### config.mk
export PLATFORM = sky130hd
export DESIGN_NAME = ulpi_phy_frontend_flat
export DESIGN_NICKNAME = d
export VERILOG_FILES = /design/src/rtl/ulpi_phy_frontend_if.sv /design/src/rtl/ulpi_phy_frontend.sv /design/src/flat_wrapper.sv
export SDC_FILE = /design/constraint.sdc
export NUM_CORES = 1
export LEC_CHECK = 0
export CELL_PAD_IN_SITES_DETAIL_PLACEMENT = 1
export CELL_PAD_IN_SITES_GLOBAL_PLACEMENT = 1
export CORE_MARGIN = 2
export CORE_UTILIZATION = 25
export CTS_CLUSTER_SIZE = 30
export DETAILED_ROUTE_END_ITERATION = 8
export PLACE_DENSITY_LB_ADDON = 0.1
export SLEW_MARGIN = 20
export SYNTH_ARGS = -nofsm -noshare
export SYNTH_HDL_FRONTEND = slang
export SYNTH_SLANG_ARGS = --single-unit
### constraint.sdc
create_clock -name clk_i -period 2.3 [get_ports clk_i]
set_clock_uncertainty 0.15 [all_clocks]
set_input_delay 0.575 -clock clk_i [delete_from_list [all_inputs] [get_ports clk_i]]
set_output_delay 0.575 -clock clk_i [all_outputs]
set_load 0.005 [all_outputs]
### src/rtl/ulpi_phy_frontend_if.sv
// ULPI pad-side bus bundle between the PHY pins and the link front-end.
// master: the front-end (drives data/oe/stp, observes dir/nxt/data-in).
// slave : the PHY side of the pins.
interface ulpi_phy_frontend_if;
  logic       ulpi_dir_i;
  logic       ulpi_nxt_i;
  logic [7:0] ulpi_data_in_i;
  logic [7:0] ulpi_data_out_o;
  logic       ulpi_data_oe_o;
  logic       ulpi_stp_o;

  modport master (
    input  ulpi_dir_i,
    input  ulpi_nxt_i,
    input  ulpi_data_in_i,
    output ulpi_data_out_o,
    output ulpi_data_oe_o,
    output ulpi_stp_o
  );

  modport slave (
    output ulpi_dir_i,
    output ulpi_nxt_i,
    output ulpi_data_in_i,
    input  ulpi_data_out_o,
    input  ulpi_data_oe_o,
    input  ulpi_stp_o
  );
endinterface

### src/rtl/ulpi_phy_frontend.sv
// ULPI pad front-end and PHY power-up sequencer.
// Synchronises rst_n, runs a timed PHY-reset / settle / wait-for-DIR-low
// sequence, holds the core in reset until RUN, gates OE/STP outside RUN and
// flags DIR turnaround cycles.
// Optional DIR-stuck watchdog in RUN: define ULPI_FE_DIR_WATCHDOG_EN.
module ulpi_phy_frontend #(
  parameter int RST_SYNC_STAGES    = 4,
  parameter int PHY_RST_CYCLES     = 16,
  parameter int PHY_SETTLE_CYCLES  = 64,
  parameter int PHY_RST_ACTIVE_LOW = 0,
  parameter int DIR_TIMEOUT        = 1024
) (
  input  logic                       clk_i,
  input  logic                       rst_n,
  input  logic                       soft_rst_req_i,
  ulpi_phy_frontend_if.master        ulpi,
  output logic                       ulpi_reset_o,
  input  logic [7:0]                 core_data_in_i,
  input  logic                       core_stp_i,
  output logic [7:0]                 core_data_out_o,
  output logic                       core_dir_o,
  output logic                       core_nxt_o,
  output logic                       core_rst_o,
  output logic                       turnaround_o,
  output logic                       ready_o,
  output logic [1:0]                 state_o,
  output logic                       timeout_o
);

  localparam int MAX_A   = (PHY_RST_CYCLES > PHY_SETTLE_CYCLES) ? PHY_RST_CYCLES : PHY_SETTLE_CYCLES;
  localparam int MAX_CYC = (MAX_A > DIR_TIMEOUT) ? MAX_A : DIR_TIMEOUT;
  localparam int CNT_W   = $clog2(MAX_CYC) + 1;

  // Counter holds "cycles remaining in this state minus one".
  localparam logic [CNT_W-1:0] RST_LOAD    = CNT_W'(PHY_RST_CYCLES - 1);
  localparam logic [CNT_W-1:0] SETTLE_LOAD = CNT_W'(PHY_SETTLE_CYCLES - 1);
  // After a hard reset the counter comes up at 0, so the first RESET cycle is
  // spent loading it; one cycle less remains at that point.
  localparam logic [CNT_W-1:0] RST_FIRST_LOAD = CNT_W'((PHY_RST_CYCLES >= 2) ? (PHY_RST_CYCLES - 2) : 0);

  typedef enum logic [1:0] {
    ST_RESET    = 2'd0,
    ST_SETTLE   = 2'd1,
    ST_WAIT_DIR = 2'd2,
    ST_RUN      = 2'd3
  } state_t;

  logic [RST_SYNC_STAGES-1:0] rst_sync_reg;
  logic                       rst_int_n;
  state_t                     state_reg, state_next;
  logic [CNT_W-1:0]           cnt_reg, cnt_next;
  logic                       load_pending_reg, load_pending_next;
  logic                       core_rst_reg, ready_reg;
  logic                       dir_q_reg;
  logic                       wd_trip;
  logic                       in_run;

  // Reset synchroniser: clears at once on rst_n low, releases after the chain fills.
  always_ff @(posedge clk_i or negedge rst_n) begin
    if (!rst_n) rst_sync_reg <= '0;
    else        rst_sync_reg <= {rst_sync_reg[RST_SYNC_STAGES-2:0], 1'b1};
  end

  assign rst_int_n = rst_sync_reg[RST_SYNC_STAGES-1];

`ifdef ULPI_FE_DIR_WATCHDOG_EN
  logic [CNT_W-1:0] wd_cnt_reg, wd_cnt_next;
  logic             timeout_reg;

  assign wd_trip     = (state_reg == ST_RUN) && ulpi.ulpi_dir_i &&
                       (wd_cnt_reg == CNT_W'(DIR_TIMEOUT - 1));
  assign wd_cnt_next = ((state_reg == ST_RUN) && ulpi.ulpi_dir_i && !wd_trip) ?
                       wd_cnt_reg + 1'b1 : '0;

  // Count consecutive DIR-high RUN cycles; register the one-cycle timeout pulse.
  always_ff @(posedge clk_i or negedge rst_int_n) begin
    if (!rst_int_n) begin
      wd_cnt_reg  <= '0;
      timeout_reg <= 1'b0;
    end else begin
      wd_cnt_reg  <= wd_cnt_next;
      timeout_reg <= wd_trip && !soft_rst_req_i;
    end
  end

  assign timeout_o = timeout_reg;
`else
  assign wd_trip   = 1'b0;
  assign timeout_o = 1'b0;
`endif

  // Sequencer state, counter and registered core-facing status.
  always_ff @(posedge clk_i or negedge rst_int_n) begin
    if (!rst_int_n) begin
      state_reg        <= ST_RESET;
      cnt_reg          <= '0;
      load_pending_reg <= 1'b1;
      core_rst_reg     <= 1'b1;
      ready_reg        <= 1'b0;
      dir_q_reg        <= 1'b1;
    end else begin
      state_reg        <= state_next;
      cnt_reg          <= cnt_next;
      load_pending_reg <= load_pending_next;
      // Core leaves reset one cycle after RUN entry, and re-enters reset on
      // the very cycle the sequencer leaves RUN.
      core_rst_reg     <= !((state_reg == ST_RUN) && (state_next == ST_RUN));
      ready_reg        <= (state_reg == ST_RUN) && (state_next == ST_RUN);
      dir_q_reg        <= ulpi.ulpi_dir_i;
    end
  end

  // Next-state and counter reload logic; soft request outranks everything but RESET.
  always_comb begin
    state_next        = state_reg;
    cnt_next          = cnt_reg;
    load_pending_next = load_pending_reg;
    if (soft_rst_req_i && (state_reg != ST_RESET)) begin
      state_next = ST_RESET;
      cnt_next   = RST_LOAD;
    end else begin
      case (state_reg)
        ST_RESET: begin
          if (load_pending_reg) begin
            load_pending_next = 1'b0;
            if (PHY_RST_CYCLES <= 1) begin
              state_next = ST_SETTLE;
              cnt_next   = SETTLE_LOAD;
            end else begin
              cnt_next = RST_FIRST_LOAD;
            end
          end else if (cnt_reg == '0) begin
            state_next = ST_SETTLE;
            cnt_next   = SETTLE_LOAD;
          end else begin
            cnt_next = cnt_reg - 1'b1;
          end
        end
        ST_SETTLE: begin
          if (cnt_reg == '0) begin
            state_next = ST_WAIT_DIR;
            cnt_next   = '0;
          end else begin
            cnt_next = cnt_reg - 1'b1;
          end
        end
        ST_WAIT_DIR: begin
          if (!ulpi.ulpi_dir_i) begin
            state_next = ST_RUN;
            cnt_next   = '0;
          end
        end
        ST_RUN: begin
          if (wd_trip) begin
            state_next = ST_RESET;
            cnt_next   = RST_LOAD;
          end
        end
        default: begin
          state_next = ST_RESET;
          cnt_next   = RST_LOAD;
        end
      endcase
    end
  end

  assign in_run = (state_reg == ST_RUN);

  // Bus release must follow DIR without a register in the path.
  assign ulpi.ulpi_data_oe_o  = in_run & ~ulpi.ulpi_dir_i;
  assign ulpi.ulpi_data_out_o = in_run ? core_data_in_i : 8'h00;
  assign ulpi.ulpi_stp_o      = in_run & core_stp_i;

  assign ulpi_reset_o    = (PHY_RST_ACTIVE_LOW != 0) ? (state_reg != ST_RESET) : (state_reg == ST_RESET);

  assign core_data_out_o = ulpi.ulpi_data_in_i;
  assign core_dir_o      = ulpi.ulpi_dir_i;
  assign core_nxt_o      = ulpi.ulpi_nxt_i;
  assign core_rst_o      = core_rst_reg;
  assign ready_o         = ready_reg;
  assign state_o         = state_reg;
  assign turnaround_o    = rst_int_n & (ulpi.ulpi_dir_i ^ dir_q_reg);

endmodule

### src/flat_wrapper.sv
// flat-port wrapper written by rule: the top's interface ports become plain ports
module ulpi_phy_frontend_flat 
#(
  parameter int RST_SYNC_STAGES    = 4,
  parameter int PHY_RST_CYCLES     = 16,
  parameter int PHY_SETTLE_CYCLES  = 64,
  parameter int PHY_RST_ACTIVE_LOW = 0,
  parameter int DIR_TIMEOUT        = 1024
)
  (clk_i, rst_n, soft_rst_req_i, ulpi_reset_o, core_data_in_i, core_stp_i, core_data_out_o, core_dir_o, core_nxt_o, core_rst_o, turnaround_o, ready_o, state_o, timeout_o, ulpi_ulpi_dir_i, ulpi_ulpi_nxt_i, ulpi_ulpi_data_in_i, ulpi_ulpi_data_out_o, ulpi_ulpi_data_oe_o, ulpi_ulpi_stp_o);
  ulpi_phy_frontend_if ulpi_i ();
  input  logic clk_i;
  input  logic rst_n;
  input  logic soft_rst_req_i;
  output logic ulpi_reset_o;
  input  logic [7:0] core_data_in_i;
  input  logic core_stp_i;
  output logic [7:0] core_data_out_o;
  output logic core_dir_o;
  output logic core_nxt_o;
  output logic core_rst_o;
  output logic turnaround_o;
  output logic ready_o;
  output logic [1:0] state_o;
  output logic timeout_o;
  input wire logic [$bits(ulpi_i.ulpi_dir_i)-1:0] ulpi_ulpi_dir_i;
  input wire logic [$bits(ulpi_i.ulpi_nxt_i)-1:0] ulpi_ulpi_nxt_i;
  input wire logic [$bits(ulpi_i.ulpi_data_in_i)-1:0] ulpi_ulpi_data_in_i;
  output wire logic [$bits(ulpi_i.ulpi_data_out_o)-1:0] ulpi_ulpi_data_out_o;
  output wire logic [$bits(ulpi_i.ulpi_data_oe_o)-1:0] ulpi_ulpi_data_oe_o;
  output wire logic [$bits(ulpi_i.ulpi_stp_o)-1:0] ulpi_ulpi_stp_o;
  assign ulpi_i.ulpi_dir_i = ulpi_ulpi_dir_i;
  assign ulpi_i.ulpi_nxt_i = ulpi_ulpi_nxt_i;
  assign ulpi_i.ulpi_data_in_i = ulpi_ulpi_data_in_i;
  assign ulpi_ulpi_data_out_o = ulpi_i.ulpi_data_out_o;
  assign ulpi_ulpi_data_oe_o = ulpi_i.ulpi_data_oe_o;
  assign ulpi_ulpi_stp_o = ulpi_i.ulpi_stp_o;
  ulpi_phy_frontend #(.RST_SYNC_STAGES(RST_SYNC_STAGES), .PHY_RST_CYCLES(PHY_RST_CYCLES), .PHY_SETTLE_CYCLES(PHY_SETTLE_CYCLES), .PHY_RST_ACTIVE_LOW(PHY_RST_ACTIVE_LOW), .DIR_TIMEOUT(DIR_TIMEOUT)) u_core (.clk_i(clk_i), .rst_n(rst_n), .soft_rst_req_i(soft_rst_req_i), .ulpi(ulpi_i), .ulpi_reset_o(ulpi_reset_o), .core_data_in_i(core_data_in_i), .core_stp_i(core_stp_i), .core_data_out_o(core_data_out_o), .core_dir_o(core_dir_o), .core_nxt_o(core_nxt_o), .core_rst_o(core_rst_o), .turnaround_o(turnaround_o), .ready_o(ready_o), .state_o(state_o), .timeout_o(timeout_o));
endmodule
==> results of run 1 <==
per-layer routing:
metal	global-route usage, %	wire [um]	vias up	part of all wire [%]
li1	-	-	594	-
met2	25.69	2097	22	52
met3	3.140	119	10	2.9
met1	17.25	1782	652	44
met5	0	0	-	0
met4	3.860	64	0	1.6
layout make-up:
| cell class | count | area [um2] | area share [%] |
|---|---|---|---|
| multi-input cells | 101 | 753.2 | 39.61 |
| flip-flops and latches | 21 | 531.8 | 27.96 |
| repair buffers | 53 | 454.2 | 23.88 |
| well taps | 70 | 87.58 | 4.605 |
| clock buffers | 3 | 41.29 | 2.171 |
| inverters | 7 | 26.28 | 1.382 |
| clock inverters | 1 | 7.507 | 0.3947 |
stage by stage:
step	setup TNS, ns	power [mW]	cells
final	0	2.303	256
after global routing	-0.1606	2.520	256
after CTS	0	2.300	255
after detailed placement	-2.221	2.017	250
after global placement	-1.916	2.009	250
after floorplan	0	1.435	142
report_power, final:
group	switching (mW)	internal, mW
Sequential	0.146	0.478
Combinational	0.723	0.703
Clock	0.131	0.122
Total	0.999	1.30
synth_stat cells (2+ instances only):
master and number:
xnor2_1 2, nand2_1 5, o21ai_0 3, buf_4 11, xor2_1 2, a2bb2oi_1 2
ha_1 6, nor2b_1 2, a2111oi_0 2, o211ai_1 4, and2_1 10, nand2b_1 3
conb_1 2, nor2_1 12, a21oi_1 5, dfrtp_1 18, a211oi_1 2, a31oi_1 3
or4_4 2, nand4_1 2, nand3_1 3, a2111o_1 2, o221a_2 2, nor3_1 6
inv_1 7, dfstp_2 3
logic make-up after synthesis:
group	synth area share, %
simple gates	22.03
compound gates	19.74
flops	38.67
buf+inv	9.049
fa+ha+maj	5.484
xor+xnor	3.749
other cells	0.5487
mux	0.7313
how the worst max path moves through the flow:
stage,cells past startpoint,slack (ns),startpoint,endpoint
floorplan,6,0.06,u_core.state_o[0]$_DFF_PN0_,u_core.cnt_reg[7]$_DFFE_PN0P_
global placement,4,-0.25,ulpi_ulpi_dir_i,turnaround_o
detailed placement,4,-0.26,ulpi_ulpi_dir_i,turnaround_o
CTS,6,0.02,u_core.cnt_reg[0]$_DFFE_PN0P_,u_core.cnt_reg[2]$_DFFE_PN0P_
global route,7,-0.06,u_core.cnt_reg[0]$_DFFE_PN0P_,u_core.cnt_reg[6]$_DFFE_PN0P_
finish,6,0.04,u_core.cnt_reg[0]$_DFFE_PN0P_,u_core.cnt_reg[2]$_DFFE_PN0P_
timing repair:
| action | 4_1_cts | 5_1_grt |
|---|---|---|
| hold endpoints to repair | 0 | 0 |
| buffers inserted | 1 | 1 |
| gates cloned | 0 | 0 |
| gates resized for setup | 19 | 5 |
| pin swaps | 0 | 2 |
| endpoints found under the setup margin | 14 | 11 |
==> qor.csv, run 1 <==
stage,metric,value,unit
synth,"area leader, netlist",dfrtp_1,
hold_path,Min-Delay Path Class,reg2async,
cells_and_area,Nets,215,
synth,Mapped Nets,170,
drt,Detailed Route Iter0 Violations,44,
worst_setup_path,reg2reg setup slack,0.04,ns
worst_setup_path,cell breakdown of the critical path,inv_1 > ha_1 > or3b_4 > o41ai_2 > a21oi_1 > o221a_2,
placed_design,Setup WS pre-CTS,-0.2626,ns
timing,final period utilization,98.19,%
floorplanning,Top-Level Pins,49,
timing,final worst slack,0.04157,ns
worst_setup_path,CP bufs+invs,1,
cells_and_area,most frequent cells in the layout,"24 x buf_4, 16 x clkdlybuf4s50_1, 16 x dfrtp_1",
cells_and_area,layout filler cell count,620,
clock_tree,"Clk pin slew, worst setup/hold paths",0.08,ns
drt,final wirelength,4063,um
placed_design,final estimated routing congestion in global placement,0.8750,
clock_tree,clock latency on the worst-skew pair,0.26,ns
synth,synthesized area per cell,9.640,um2
clock_tree,CTS Hold Bufs,0,
outcome,outcome,"complete, no violations",
worst_setup_path,Worst setup SP type,flip-flop,
timing,Hold WS,0.1343,ns
synth,cells after synthesis,142,
cells_and_area,Finished Cell Area,1902,um2
synth,number of enable flip-flop cells after synthesis,0,
clock_tree,CTS Root Cell,clkbuf_8,
power,P per Cell Area,1211,nW/um2
worst_setup_path,RR Endpoint,u_core.cnt_reg[2]$_DFFE_PN0P_,
clock_tree,number of H-tree levels,1,
synth,ys async rst share,100.0,%
clock_tree,CTS tree,done,
timing,Max Clk Rate,442.8,MHz
synth,main flop type after synthesis,dfrtp_1,
power,leakage,0.8524,nW
clock_tree,CTS max path bufs,2,
timing,final hold vios,0,
global_routing,first-pass GRT wire length,6900,um
worst_setup_path,reg2reg path depth,6,
cells_and_area,max reg flops,11,
worst_setup_path,CP Class,reg2reg,
flow_run,max cap viols,0,
synth,post-synthesis sequential area ratio,38.67,%
floorplanning,die height,78.00,um
drt,ANT nets after route,0,
power,Max VDD drop,0.3215,mV
drt,DR pass1 iterations,4,
floorplanning,Starting Density,26.30,%
cells_and_area,Syn-to-layout area delta,38.94,%
drt,average wire per standard cell,15.87,um
floorplanning,area of the core,5205,um2
worst_setup_path,RR Startpoint,u_core.cnt_reg[0]$_DFFE_PN0P_,
global_routing,initial antenna violation count,0,
floorplanning,Die X-Extent,78.00,um
timing,RSZ-0062 raised after global routing,true,
worst_setup_path,WP data arrival,2.26,ns
placed_design,hpwl dp,3274,um
cells_and_area,fin util,36.54,%
drt,# DRC,0,
worst_setup_path,max incr delay on CP,0.44,ns
floorplanning,num rows,26,
worst_setup_path,critical path's slowest cell,or3b_4,
worst_setup_path,"critical path fanouts, max",5,
drt,vias after detailed routing,1278,
clock_tree,TritonCTS buffer count,3,
global_routing,largest net degree at the start of global routing,18,
cells_and_area,"most common cell after layout, fill and taps aside",buf_4,
clock_tree,CTS sink cnt,21,
worst_setup_path,Worst path top cell family by delay,compound AO/OA/AOI/OAI gates,
worst_setup_path,CP required,2.30,ns
global_routing,global-route total usage across every layer,14.35,%
placed_design,port bufs,29,
synth,synth warn,0,
placed_design,area post-placement,1814,um2
cells_and_area,# diodes,0,
cells_and_area,share of cells above drive strength 1,25.81,%
synth,Cell variety after synth,47,
synth,synth top area cells,"dfrtp_1 33%, buf_4 6.0%, dfstp_2 5.8%, ha_1 5.5%, and2_1 4.6%",
synth,Synth top area share,32.91,%
global_routing,gr ovfl total,0,
worst_setup_path,CP endpoint kind,flip-flop,
floorplanning,DIE AREA,6083,um2
synth,Yosys reg bits,21,
timing,fin. max-slew vios,0,
synth,post-synthesis cell area,1369,um2
global_routing,number of global-route vias before repair,1412,
drt,post-DR vias/cell,4.992,
timing,final worst path period need,2.258,ns
timing,Final setup viols,0,
No activity file was read; power rests on OpenSTA's default activity.
==> run 2: changes to the inputs <==
--- a/config.mk
+++ b/config.mk
@@ -11,6 +11,7 @@
 export CORE_UTILIZATION = 25
 export CTS_CLUSTER_SIZE = 30
 export DETAILED_ROUTE_END_ITERATION = 8
+export HOLD_SLACK_MARGIN = 0.03
 export PLACE_DENSITY_LB_ADDON = 0.1
 export SLEW_MARGIN = 20
 export SYNTH_ARGS = -nofsm -noshare
==> results of run 2 <==
Same layout as run 1: the final DEF is identical, and so are final timing and power.
==> run 3: changes to the inputs <==
--- a/config.mk
+++ b/config.mk
@@ -11,7 +11,9 @@
 export CORE_UTILIZATION = 25
 export CTS_CLUSTER_SIZE = 30
 export DETAILED_ROUTE_END_ITERATION = 8
+export GPL_TIMING_DRIVEN = 0
 export HOLD_SLACK_MARGIN = 0.03
+export MAX_ROUTING_LAYER = met4
 export PLACE_DENSITY_LB_ADDON = 0.1
 export SLEW_MARGIN = 20
 export SYNTH_ARGS = -nofsm -noshare
==> qor.csv, run 3 (synthesis gave the netlist of run 1 again) <==
stage,metric,value,unit
clock_tree,"Clk pin slew, worst setup/hold paths",0.08,ns
clock_tree,CTS tree,done,
floorplanning,Starting Density,26.30,%
global_routing,initial antenna violation count,0,
worst_setup_path,critical path's slowest cell,clkdlybuf4s50_1,
cells_and_area,max reg flops,11,
cells_and_area,"most common cell after layout, fill and taps aside",buf_4,
cells_and_area,Syn-to-layout area delta,55.30,%
worst_setup_path,CP required,1.57,ns
placed_design,final estimated routing congestion in global placement,0.7796,
cells_and_area,Multi-input gate area,805.8,um2
worst_setup_path,reg2reg setup slack,0.13,ns
worst_setup_path,Worst setup SP type,flip-flop,
worst_setup_path,reg2reg path depth,6,
worst_setup_path,RR Endpoint,u_core.cnt_reg[2]$_DFFE_PN0P_,
clock_tree,CTS max path bufs,2,
hold_path,Min-Delay Path Class,reg2async,
timing,final period utilization,96.78,%
drt,average wire per standard cell,15.72,um
cells_and_area,layout filler cell count,596,
timing,RSZ-0062 raised after global routing,true,
power,leakage,0.9560,nW
cells_and_area,most frequent cells in the layout,"29 x buf_4, 26 x clkdlybuf4s50_1, 15 x dfrtp_1",
worst_setup_path,cell breakdown of the critical path,ha_4 > inv_1 > nor2_1 > clkdlybuf4s50_1,
global_routing,first-pass GRT wire length,6941,um
drt,Detailed Route Iter0 Violations,70,
global_routing,gr ovfl total,0,
floorplanning,area of the core,5205,um2
cells_and_area,register area,535.5,um2
drt,final wirelength,4291,um
drt,vias after detailed routing,1328,
placed_design,hpwl dp,3163,um
drt,ANT nets after route,0,
worst_setup_path,CP Class,reg2out,
global_routing,global-route total usage across every layer,14.72,%
timing,Max Clk Rate,449.3,MHz
global_routing,largest net degree at the start of global routing,19,
worst_setup_path,WP data arrival,1.50,ns
worst_setup_path,CP bufs+invs,2,
timing,Final setup viols,0,
cells_and_area,share of cells above drive strength 1,30.05,%
floorplanning,num rows,26,
floorplanning,Die X-Extent,78.00,um
power,Max VDD drop,0.2858,mV
drt,post-DR vias/cell,4.864,
clock_tree,CTS Root Cell,clkbuf_8,
floorplanning,Top-Level Pins,49,
drt,DR pass1 iterations,4,
clock_tree,TritonCTS buffer count,3,
worst_setup_path,"critical path fanouts, max",4,
timing,worst slew pin tran,0.5242,ns
worst_setup_path,Worst path top cell family by delay,buffers and inverters,
cells_and_area,fin util,40.84,%
cells_and_area,Nets,232,
timing,fin. max-slew vios,0,
floorplanning,die height,78.00,um
floorplanning,DIE AREA,6083,um2
clock_tree,CTS sink cnt,21,
worst_setup_path,RR Startpoint,u_core.cnt_reg[0]$_DFFE_PN0P_,
drt,# DRC,0,
global_routing,number of global-route vias before repair,1424,
clock_tree,clock latency on the worst-skew pair,0.26,ns
clock_tree,number of H-tree levels,1,
cells_and_area,# diodes,0,
worst_setup_path,max incr delay on CP,0.50,ns
timing,Worst slew margin,64.79,%
placed_design,port bufs,38,
timing,final hold vios,0,
flow_run,max cap viols,0,
outcome,outcome,"complete, no violations",
worst_setup_path,CP endpoint kind,output pin,
power,P per Cell Area,1140,nW/um2
timing,final worst path period need,2.226,ns
power,Tot Pwr,2.424,mW
run 3: cell types whose count changed in the layout (fill, tap and decap cells not counted), moves of 2 or more:
cell and change:
buf_4 +5, clkdlybuf4s50_1 +10, dlygate4sd2_1 -4, dlymetal6s2s_1 +2
run 3: metrics by stage:
step	hold WS (ns)	TNS (ns)	std cells	worst slack [ns]	instance area [um2]
global route	0.2014	-0.004154	273	-0.004154	2126
detailed placement	0.1872	-4.970	250	-0.4603	1837
CTS	0.05929	-0.1035	260	-0.1035	1978
floorplan	0.06639	0	142	0.06242	1369
global placement	0.1891	-3.948	250	-0.4583	1837
finish	0.1779	0	273	0.07414	2126
run 3: where the power goes:
| group | switching, mW | leakage [nW] | internal (mW) |
|---|---|---|---|
| clock network | 0.132 | 0.0217 | 0.122 |
| registers | 0.139 | 0.256 | 0.479 |
| logic | 0.799 | 0.679 | 0.754 |
| total | 1.07 | 0.956 | 1.36 |
run 3: timing repair:
action	in CTS	in global routing
endpoints found under the setup margin	27	16
hold buffers	0	1
gates resized for setup	29	11
hold endpoints to repair	0	1
pin swaps	1	3
buffers inserted	6	12
run 3: cell type report:
type	instances	area share (%)
plain buffers	13	5.062
clock buffers	3	1.942
clock inverters	1	0.3531
inverters	7	1.236
multi-input cells	101	37.90
flip-flops and latches	21	25.19
well taps	70	4.120
repair buffers	57	24.19
run 3: how the worst max path moves through the flow:
stage                                           start                       endpoint  slack, ns  depth (start not counted)
final                     u_core.state_o[1]$_DFF_PN0_            ulpi_ulpi_data_oe_o       0.07                          4
after global routing      u_core.state_o[1]$_DFF_PN0_            ulpi_ulpi_data_oe_o     -0.004                          4
after CTS                 u_core.state_o[1]$_DFF_PN0_        ulpi_ulpi_data_out_o[6]      -0.10                          4
after detailed placement              ulpi_ulpi_dir_i  u_core.cnt_reg[7]$_DFFE_PN0P_      -0.46                          5
after global placement                ulpi_ulpi_dir_i  u_core.cnt_reg[7]$_DFFE_PN0P_      -0.46                          5
after floorplan           u_core.state_o[0]$_DFF_PN0_  u_core.cnt_reg[7]$_DFFE_PN0P_       0.06                          6
run 3: metal layers:
layer	wire length (um)	up-vias	track usage, %
met4	20	0	2.456
met2	2301	40	26.64
li1	-	627	-
met5	0	-	-
met1	1829	659	17.40
met3	140	2	2.442
